--- config.mk ---
export PLATFORM = sky130hd
export DESIGN_NAME = matmul_tile_sequencer
export DESIGN_NICKNAME = d
export VERILOG_FILES = /design/src/rtl/tpu_pkg.sv /design/src/rtl/tile_addr_gen.sv /design/src/rtl/matmul_tile_sequencer.sv
export SDC_FILE = /design/constraint.sdc
export NUM_CORES = 1
export LEC_CHECK = 0
export CORE_ASPECT_RATIO = 1.5
export CORE_UTILIZATION = 65
export CTS_BUF_LIST = sky130_fd_sc_hd__clkbuf_2
export DETAILED_ROUTE_END_ITERATION = 10
export DONT_BUFFER_PORTS = 1
export PLACE_DENSITY = 0.93
export REMOVE_ABC_BUFFERS = 1
export SYNTH_ARGS = -nofsm -noshare
export SYNTH_HDL_FRONTEND = slang
export SYNTH_HIERARCHICAL = 1
export SYNTH_SLANG_ARGS = --single-unit
--- constraint.sdc ---
create_clock -name clk -period 6.13 [get_ports clk]
set_input_delay 0.613 -clock clk [delete_from_list [all_inputs] [get_ports clk]]
set_output_delay 0.613 -clock clk [all_outputs]
set_load 0.01 [all_outputs]
--- src/rtl/tpu_pkg.sv ---
// Shared TPU definitions: default array/buffer geometry and the tile sequencer state set.
package tpu_pkg;

  localparam int unsigned TILE_DEF   = 4;
  localparam int unsigned DIM_W_DEF  = 16;
  localparam int unsigned ADDR_W_DEF = 16;

  typedef enum logic [2:0] {
    S_IDLE,
    S_ISSUE,
    S_ARM,
    S_RUN,
    S_FIN
  } seq_state_e;

endpackage

--- src/rtl/tile_addr_gen.sv ---
// Tile walker for the matmul sequencer: row-major tile order, per-tile dims and
// gbuff A/B/C base indices, all tracked with running adders/subtractors.
module tile_addr_gen
  import tpu_pkg::*;
#(
  parameter int unsigned TILE   = TILE_DEF,
  parameter int unsigned DIM_W  = DIM_W_DEF,
  parameter int unsigned ADDR_W = ADDR_W_DEF
) (
  input  logic              clk,
  input  logic              reset_n,
  input  logic              init,
  input  logic              step,
  input  logic [DIM_W-1:0]  m,
  input  logic [DIM_W-1:0]  k,
  input  logic [DIM_W-1:0]  n,
  input  logic [ADDR_W-1:0] a_base,
  input  logic [ADDR_W-1:0] b_base,
  input  logic [ADDR_W-1:0] c_base,
  output logic              last,
  output logic [DIM_W-1:0]  tile_m,
  output logic [DIM_W-1:0]  tile_k,
  output logic [DIM_W-1:0]  tile_n,
  output logic [ADDR_W-1:0] a_off,
  output logic [ADDR_W-1:0] b_off,
  output logic [ADDR_W-1:0] c_off
);

  localparam logic [DIM_W-1:0]  TILE_D = DIM_W'(TILE);
  localparam logic [ADDR_W-1:0] TILE_A = ADDR_W'(TILE);

  // rem_m/rem_n are M - mt*TILE and N - nt*TILE; they stand in for the mt/nt counters
  logic [DIM_W-1:0]  rem_m, rem_n, k_q, n_q;
  logic [ADDR_W-1:0] b_base_q, a_off_q, b_off_q, c_off_q;
  logic              row_last, col_last;

  assign row_last = (rem_m <= TILE_D);
  assign col_last = (rem_n <= TILE_D);
  assign last     = row_last & col_last;

  assign tile_m = row_last ? rem_m : TILE_D;
  assign tile_n = col_last ? rem_n : TILE_D;
  assign tile_k = k_q;
  assign a_off  = a_off_q;
  assign b_off  = b_off_q;
  assign c_off  = c_off_q;

  always_ff @(posedge clk or negedge reset_n) begin
    if (!reset_n) begin
      rem_m    <= '0;
      rem_n    <= '0;
      k_q      <= '0;
      n_q      <= '0;
      b_base_q <= '0;
      a_off_q  <= '0;
      b_off_q  <= '0;
      c_off_q  <= '0;
    end else if (init) begin
      rem_m    <= m;
      rem_n    <= n;
      k_q      <= k;
      n_q      <= n;
      b_base_q <= b_base;
      a_off_q  <= a_base;
      b_off_q  <= b_base;
      c_off_q  <= c_base;
    end else if (step && !last) begin
      // C tiles are packed in visit order, so the C index always advances by one tile
      c_off_q <= c_off_q + TILE_A;
      if (!col_last) begin
        rem_n   <= rem_n - TILE_D;
        b_off_q <= b_off_q + ADDR_W'(k_q);
      end else begin
        // Not last and columns exhausted implies rem_m > TILE, so no underflow
        rem_n   <= n_q;
        b_off_q <= b_base_q;
        rem_m   <= rem_m - TILE_D;
        a_off_q <= a_off_q + ADDR_W'(k_q);
      end
    end
  end

endmodule

--- src/rtl/matmul_tile_sequencer.sv ---
// Splits an M x K x N matmul into TILE x TILE output tiles and launches them one
// at a time on the systolic array, reporting completion to the CFU decoder.
module matmul_tile_sequencer
  import tpu_pkg::*;
#(
  parameter int unsigned TILE   = TILE_DEF,
  parameter int unsigned DIM_W  = DIM_W_DEF,
  parameter int unsigned ADDR_W = ADDR_W_DEF
) (
  input  logic              clk,
  input  logic              reset_n,
  input  logic              start_valid,
  output logic              start_ready,
  input  logic [DIM_W-1:0]  job_m,
  input  logic [DIM_W-1:0]  job_k,
  input  logic [DIM_W-1:0]  job_n,
  input  logic [ADDR_W-1:0] a_base,
  input  logic [ADDR_W-1:0] b_base,
  input  logic [ADDR_W-1:0] c_base,
  input  logic              abort,
  output logic              arr_enable,
  output logic [DIM_W-1:0]  arr_m,
  output logic [DIM_W-1:0]  arr_k,
  output logic [DIM_W-1:0]  arr_n,
  output logic [ADDR_W-1:0] arr_a_off,
  output logic [ADDR_W-1:0] arr_b_off,
  output logic [ADDR_W-1:0] arr_c_off,
  input  logic              arr_busy,
  output logic              done,
  output logic              err,
  output logic [DIM_W-1:0]  tiles_done
);

  seq_state_e       state_q, state_d;
  logic             arm_wait_q;
  logic             err_q;
  logic [DIM_W-1:0] tiles_done_q;
  logic             accept, tile_complete, zero_dim, gen_last;

  assign zero_dim = (job_m == '0) || (job_k == '0) || (job_n == '0);

  always_comb begin
    state_d       = state_q;
    accept        = 1'b0;
    tile_complete = 1'b0;
    unique case (state_q)
      S_IDLE: begin
        if (start_valid) begin
          accept  = 1'b1;
          state_d = zero_dim ? S_FIN : S_ISSUE;
        end
      end
      S_ISSUE: state_d = S_ARM;
      S_ARM: begin
        // Busy is registered inside the array, so a low in the first cycle is not yet meaningful
        if (arr_busy)        state_d = S_RUN;
        else if (arm_wait_q) tile_complete = 1'b1;
      end
      S_RUN: begin
        if (!arr_busy) tile_complete = 1'b1;
      end
      S_FIN: state_d = S_IDLE;
      default: state_d = S_IDLE;
    endcase
    if (tile_complete) state_d = gen_last ? S_FIN : S_ISSUE;
    if (abort && (state_q != S_IDLE)) begin
      state_d       = S_IDLE;
      tile_complete = 1'b0;
    end
  end

  always_ff @(posedge clk or negedge reset_n) begin
    if (!reset_n) begin
      state_q      <= S_IDLE;
      arm_wait_q   <= 1'b0;
      err_q        <= 1'b0;
      tiles_done_q <= '0;
    end else begin
      state_q    <= state_d;
      arm_wait_q <= (state_q == S_ARM);
      if (accept) begin
        err_q        <= zero_dim;
        tiles_done_q <= '0;
      end else if (tile_complete) begin
        tiles_done_q <= tiles_done_q + DIM_W'(1);
      end
    end
  end

  assign start_ready = (state_q == S_IDLE);
  assign arr_enable  = (state_q == S_ISSUE) && !abort;
  assign done        = (state_q == S_FIN) && !abort;
  assign err         = done && err_q;
  assign tiles_done  = tiles_done_q;

  tile_addr_gen #(
    .TILE   (TILE),
    .DIM_W  (DIM_W),
    .ADDR_W (ADDR_W)
  ) u_addr_gen (
    .clk     (clk),
    .reset_n (reset_n),
    .init    (accept),
    .step    (tile_complete),
    .m       (job_m),
    .k       (job_k),
    .n       (job_n),
    .a_base  (a_base),
    .b_base  (b_base),
    .c_base  (c_base),
    .last    (gen_last),
    .tile_m  (arr_m),
    .tile_k  (arr_k),
    .tile_n  (arr_n),
    .a_off   (arr_a_off),
    .b_off   (arr_b_off),
    .c_off   (arr_c_off)
  );

endmodule

==> results.md <==
| Quantity | This run |
|---|---|
| TritonCTS clock tree | yes |
| Die Area | 14900 µm² |
| Worst Path Max Fanout | 6 |
| Category of the worst setup path capture point | output port |
| Post-route ant nets | 0 |
| Outcome | finished clean |
| Synth-to-Final Area Change | 11.2% |
| Critical path arrival | 3130 ps |
| Cell Int Power | 2.38 mW |
| Maximum root-to-sink buffer count | 2 |
| Initial antenna violation count | 1 |
| Global-route congestion overflow total | 0 |
| Via total after detailed routing | 8800 |
| Share of synthesized area spent on multiplexers | 4.70% |
| Power density over cell area | 422 nW/µm² |
| Proportion of synthesized chip area in sequential cells | 39.8% |
| First-pass GRT wire length | 42.7 mm |
| Standard cell core area | 14100 µm² |
| Total Wirelength | 27.5 mm |
| Number of cells produced by synthesis | 1035 |
| Basic-gate share of the synthesized area counting and, or, nand and nor cells | 19.4% |
| Clock period minus worst slack | 3740 ps |
| Count of different cell masters after synthesis | 87 |
| Mean area per synthesized cell | 9.06 µm² |
| Part of the power in combinational logic | 46.8% |
| Setup-failing EPs final | 0 |
| Highest clock rate | 0.267 GHz |
| Fillcell total | 982 |
| Cell chosen for the clock root | clkbuf_2 |
| VDD IR max | 259 µV |
| Measured slew at the worst slew-check pin | 1130 ps |
| Number of buffers added on ports | 0 |
| Via count of the first global-routing pass | 8682 |
| Unrepaired setup endpoints after global routing | false |
| Multi-input logic area | 5180 µm² |
| Total iterations of the first detailed-routing run | 5 |
| Final worst path period share | 61.1% |
| Max Clock Skew | 51.2 ps |
| Syn. warnings | 6 |
| Num ports | 217 |
| Proportion of netlist area held by the largest area contributor | 39.8% |
| Post-synth ARST share | 100% |
| Critical path class | register to output port |
| Vertical extent of the die | 149 µm |
| Required arrival time at the worst endpoint | 5520 ps |
| Clock tree sinks | 149 |
| Effective utilization at floorplan | 66.7% |
| Top post-synthesis cells by area | dfrtp_1 (40%), o21ai_0 (5.1%), ha_1 (4.8%) |
| Max-Cap Viols | 0 |
| Leading register cell type out of synthesis | dfrtp_1 |
| Final Slew Violations | 0 |
| Final nets | 1232 |
| Switching part of the total | 45.9% |
| Horizontal die dimension | 100 µm |
| Netlist Area Pre-Place | 9380 µm² |
| Clock Pin Slew Worst Setup and Hold Paths | 220 ps |
| Hold Fails Final Rpt | 0 |
| Area fraction in compound gates after synthesis | 20.7% |
| First DRT Iteration DRCs | 829 |
| Worst hold-check slack | 27.1 ps |
| Final TNS setup | 0 ps |
| Most frequent cell after synthesis | dfrtp_1 |
| Synth Area in XOR/XNOR | 4.11% |
| Routed len/inst | 21.2 µm |
| Fraction of final layout cells sized beyond drive strength 1 | 8.86% |
| Count of flip-flops with a built-in enable after synthesis | 0 |
| Number of register bits inferred by synthesis | 149 |
| CP Launch Type | register |
| Leading cell types by count after synthesis | dfrtp_1 (149), nand2_1 (120), o21ai_0 (96), nor2_1 (62), a21oi_1 (47) |
| TritonCTS buffer count | 17 |
| Post-Synth Adder-Cell Area | 5.23% |
| Biggest area consumer among synthesized cells | dfrtp_1 |
| Net Switching | 2.02 mW |
| FF+latch area | 3730 µm² |
| Placement Rows | 53 |
| Lkg Pwr | 4.39 nW |
| Gr usage total | 36.8% |
| H-tree depth | 4 |
| Clock network fraction of total power | 12.4% |
| Dominant combinational cell family by area after synthesis | compound AO/OA/AOI/OAI gates |
| Sequential power share | 40.9% |
| Worst min path class | input port to register |
| Slew HR | 24.1% |
| Worst-Skew Late Latency | 750 ps |
| DRC viols | 0 |
| Routed via count divided by cell count | 6.77 |
| Placed wire-length estimate | 17.2 mm |
| Final weighted congestion of routability-driven global placement | 0.961 |
| Maximum number of pins on one net before global-route repair | 150 |
-- worst paths after layout --
| path | start | end | slack [ps] | depth (start not counted) |
|---|---|---|---|---|
| max | u_addr_gen/rem_m[11] | arr_m[3] | 2390 | 4 |
| min | job_n[14] | u_addr_gen/rem_n[14] | 30 | 2 |
| max reg2reg | state_q[1] | u_addr_gen/a_off[7] | 2670 | 7 |
| min reg2reg | err_q | err_q | 520 | 1 |
| max in group asynchronous | reset_n | u_addr_gen/b_base_q[10] | 4980 | 2 |
| min in group asynchronous | reset_n | u_addr_gen/tile_k[11] | 460 | 2 |
-- metal layers --
layer	wire length [µm]	track usage (%)	up-vias
met4	1690	22.2	0
li1	-	-	3858
met5	0	0	-
met3	2240	8.90	151
met2	13700	62.8	561
met1	9930	41.5	4230
-- repair_timing --
| item | CTS | global route |
|---|---|---|
| gates resized for setup | 0 | 0 |
| endpoints found under the hold margin | 238 | 6 |
| setup buffers | 0 | 0 |
| hold buffers | 79 | 5 |
-- critical path: stages (launching register included) --
cell     delay, ps
dfrtp_1        460
or4_4          570
nor4b_2        680
nand2_1        370
nor2_1         320
-- cells by family after synthesis --
family                   count (synthesis)
adder cells (fa/ha/maj)                 38
flip-flops                             149
AO/OA/AOI/OAI                          294
buffers and inverters                  113
XOR/XNOR                                44
other                                    1
AND/OR/NAND/NOR                        356
multiplexers                            40
-- layout by cell type (no fill, tap or decap), types with 6 or more instances in the layout --
cell / synthesis / final
a21o_1: 18 / 18
and3_1: 6 / 6
nor2b_1: 9 / 9
a211o_1: 6 / 6
or3_1: 11 / 11
nor3_1: 29 / 29
o21bai_1: 7 / 7
clkbuf_2: 0 / 20
a21oi_1: 47 / 47
or4_1: 8 / 8
o22ai_1: 9 / 9
nor2_1: 62 / 62
a31oi_1: 9 / 8
o31ai_1: 7 / 7
nand2_1: 120 / 120
dlygate4sd3_1: 0 / 83
nor4_1: 28 / 28
conb_1: 1 / 24
a211oi_1: 11 / 11
nand4_1: 13 / 13
ha_1: 36 / 36
mux2i_1: 8 / 8
inv_1: 39 / 39
dfrtp_1: 149 / 149
nor3b_1: 7 / 7
o21ai_0: 96 / 96
o21a_1: 13 / 13
nand3_1: 23 / 23
xnor2_1: 29 / 29
o21ai_1: 9 / 9
mux2_2: 32 / 32
xor2_1: 15 / 15
-- area by class of cell --
type                       instances  area share, %
timing repair buffer              89           8.71
tap                              192           2.30
sequential                       149           35.8
inverter                          40           1.49
clock inverter                    12           1.08
multi-input combinational        796           49.7
clock buffer                      20          0.960
antenna                            1         0.0240
-- per-stage QoR --
| step | total power, mW | instance area [µm²] | worst slack, ps | utilization [%] | instances |
|---|---|---|---|---|---|
| global route | 4.68 | 10400 | 2180 | 74.2 | 1299 |
| CTS | 4.27 | 10400 | 2430 | 73.8 | 1293 |
| finish | 4.40 | 10400 | 2390 | 74.2 | 1299 |
| global placement | 3.57 | 9350 | 2940 | 66.5 | 1182 |
| detailed placement | 3.67 | 9350 | 2850 | 66.5 | 1182 |
| floorplan | 3.18 | 9050 | 2690 | - | 985 |
-- power by group through the flow --
stage	sequential [mW]	clock [mW]	combinational, mW
CTS	1.78	0.543	1.95
global placement	1.78	0	1.79
finish	1.80	0.544	2.06
floorplan	1.65	0	1.53
global route	1.84	0.590	2.25
detailed placement	1.80	0	1.87
-- state kept, by name (all words and copies together), names as in the netlist --
signal,cells
u_addr_gen/c_off,16
u_addr_gen/n_q,16
tiles_done,16
u_addr_gen/b_base_q,16
err_q,1
state_q,3
u_addr_gen/rem_m,16
u_addr_gen/b_off,16
arm_wait_q,1
u_addr_gen/tile_k,16
u_addr_gen/rem_n,16
u_addr_gen/a_off,16
Note: power is estimated with default switching activity, not from simulation.
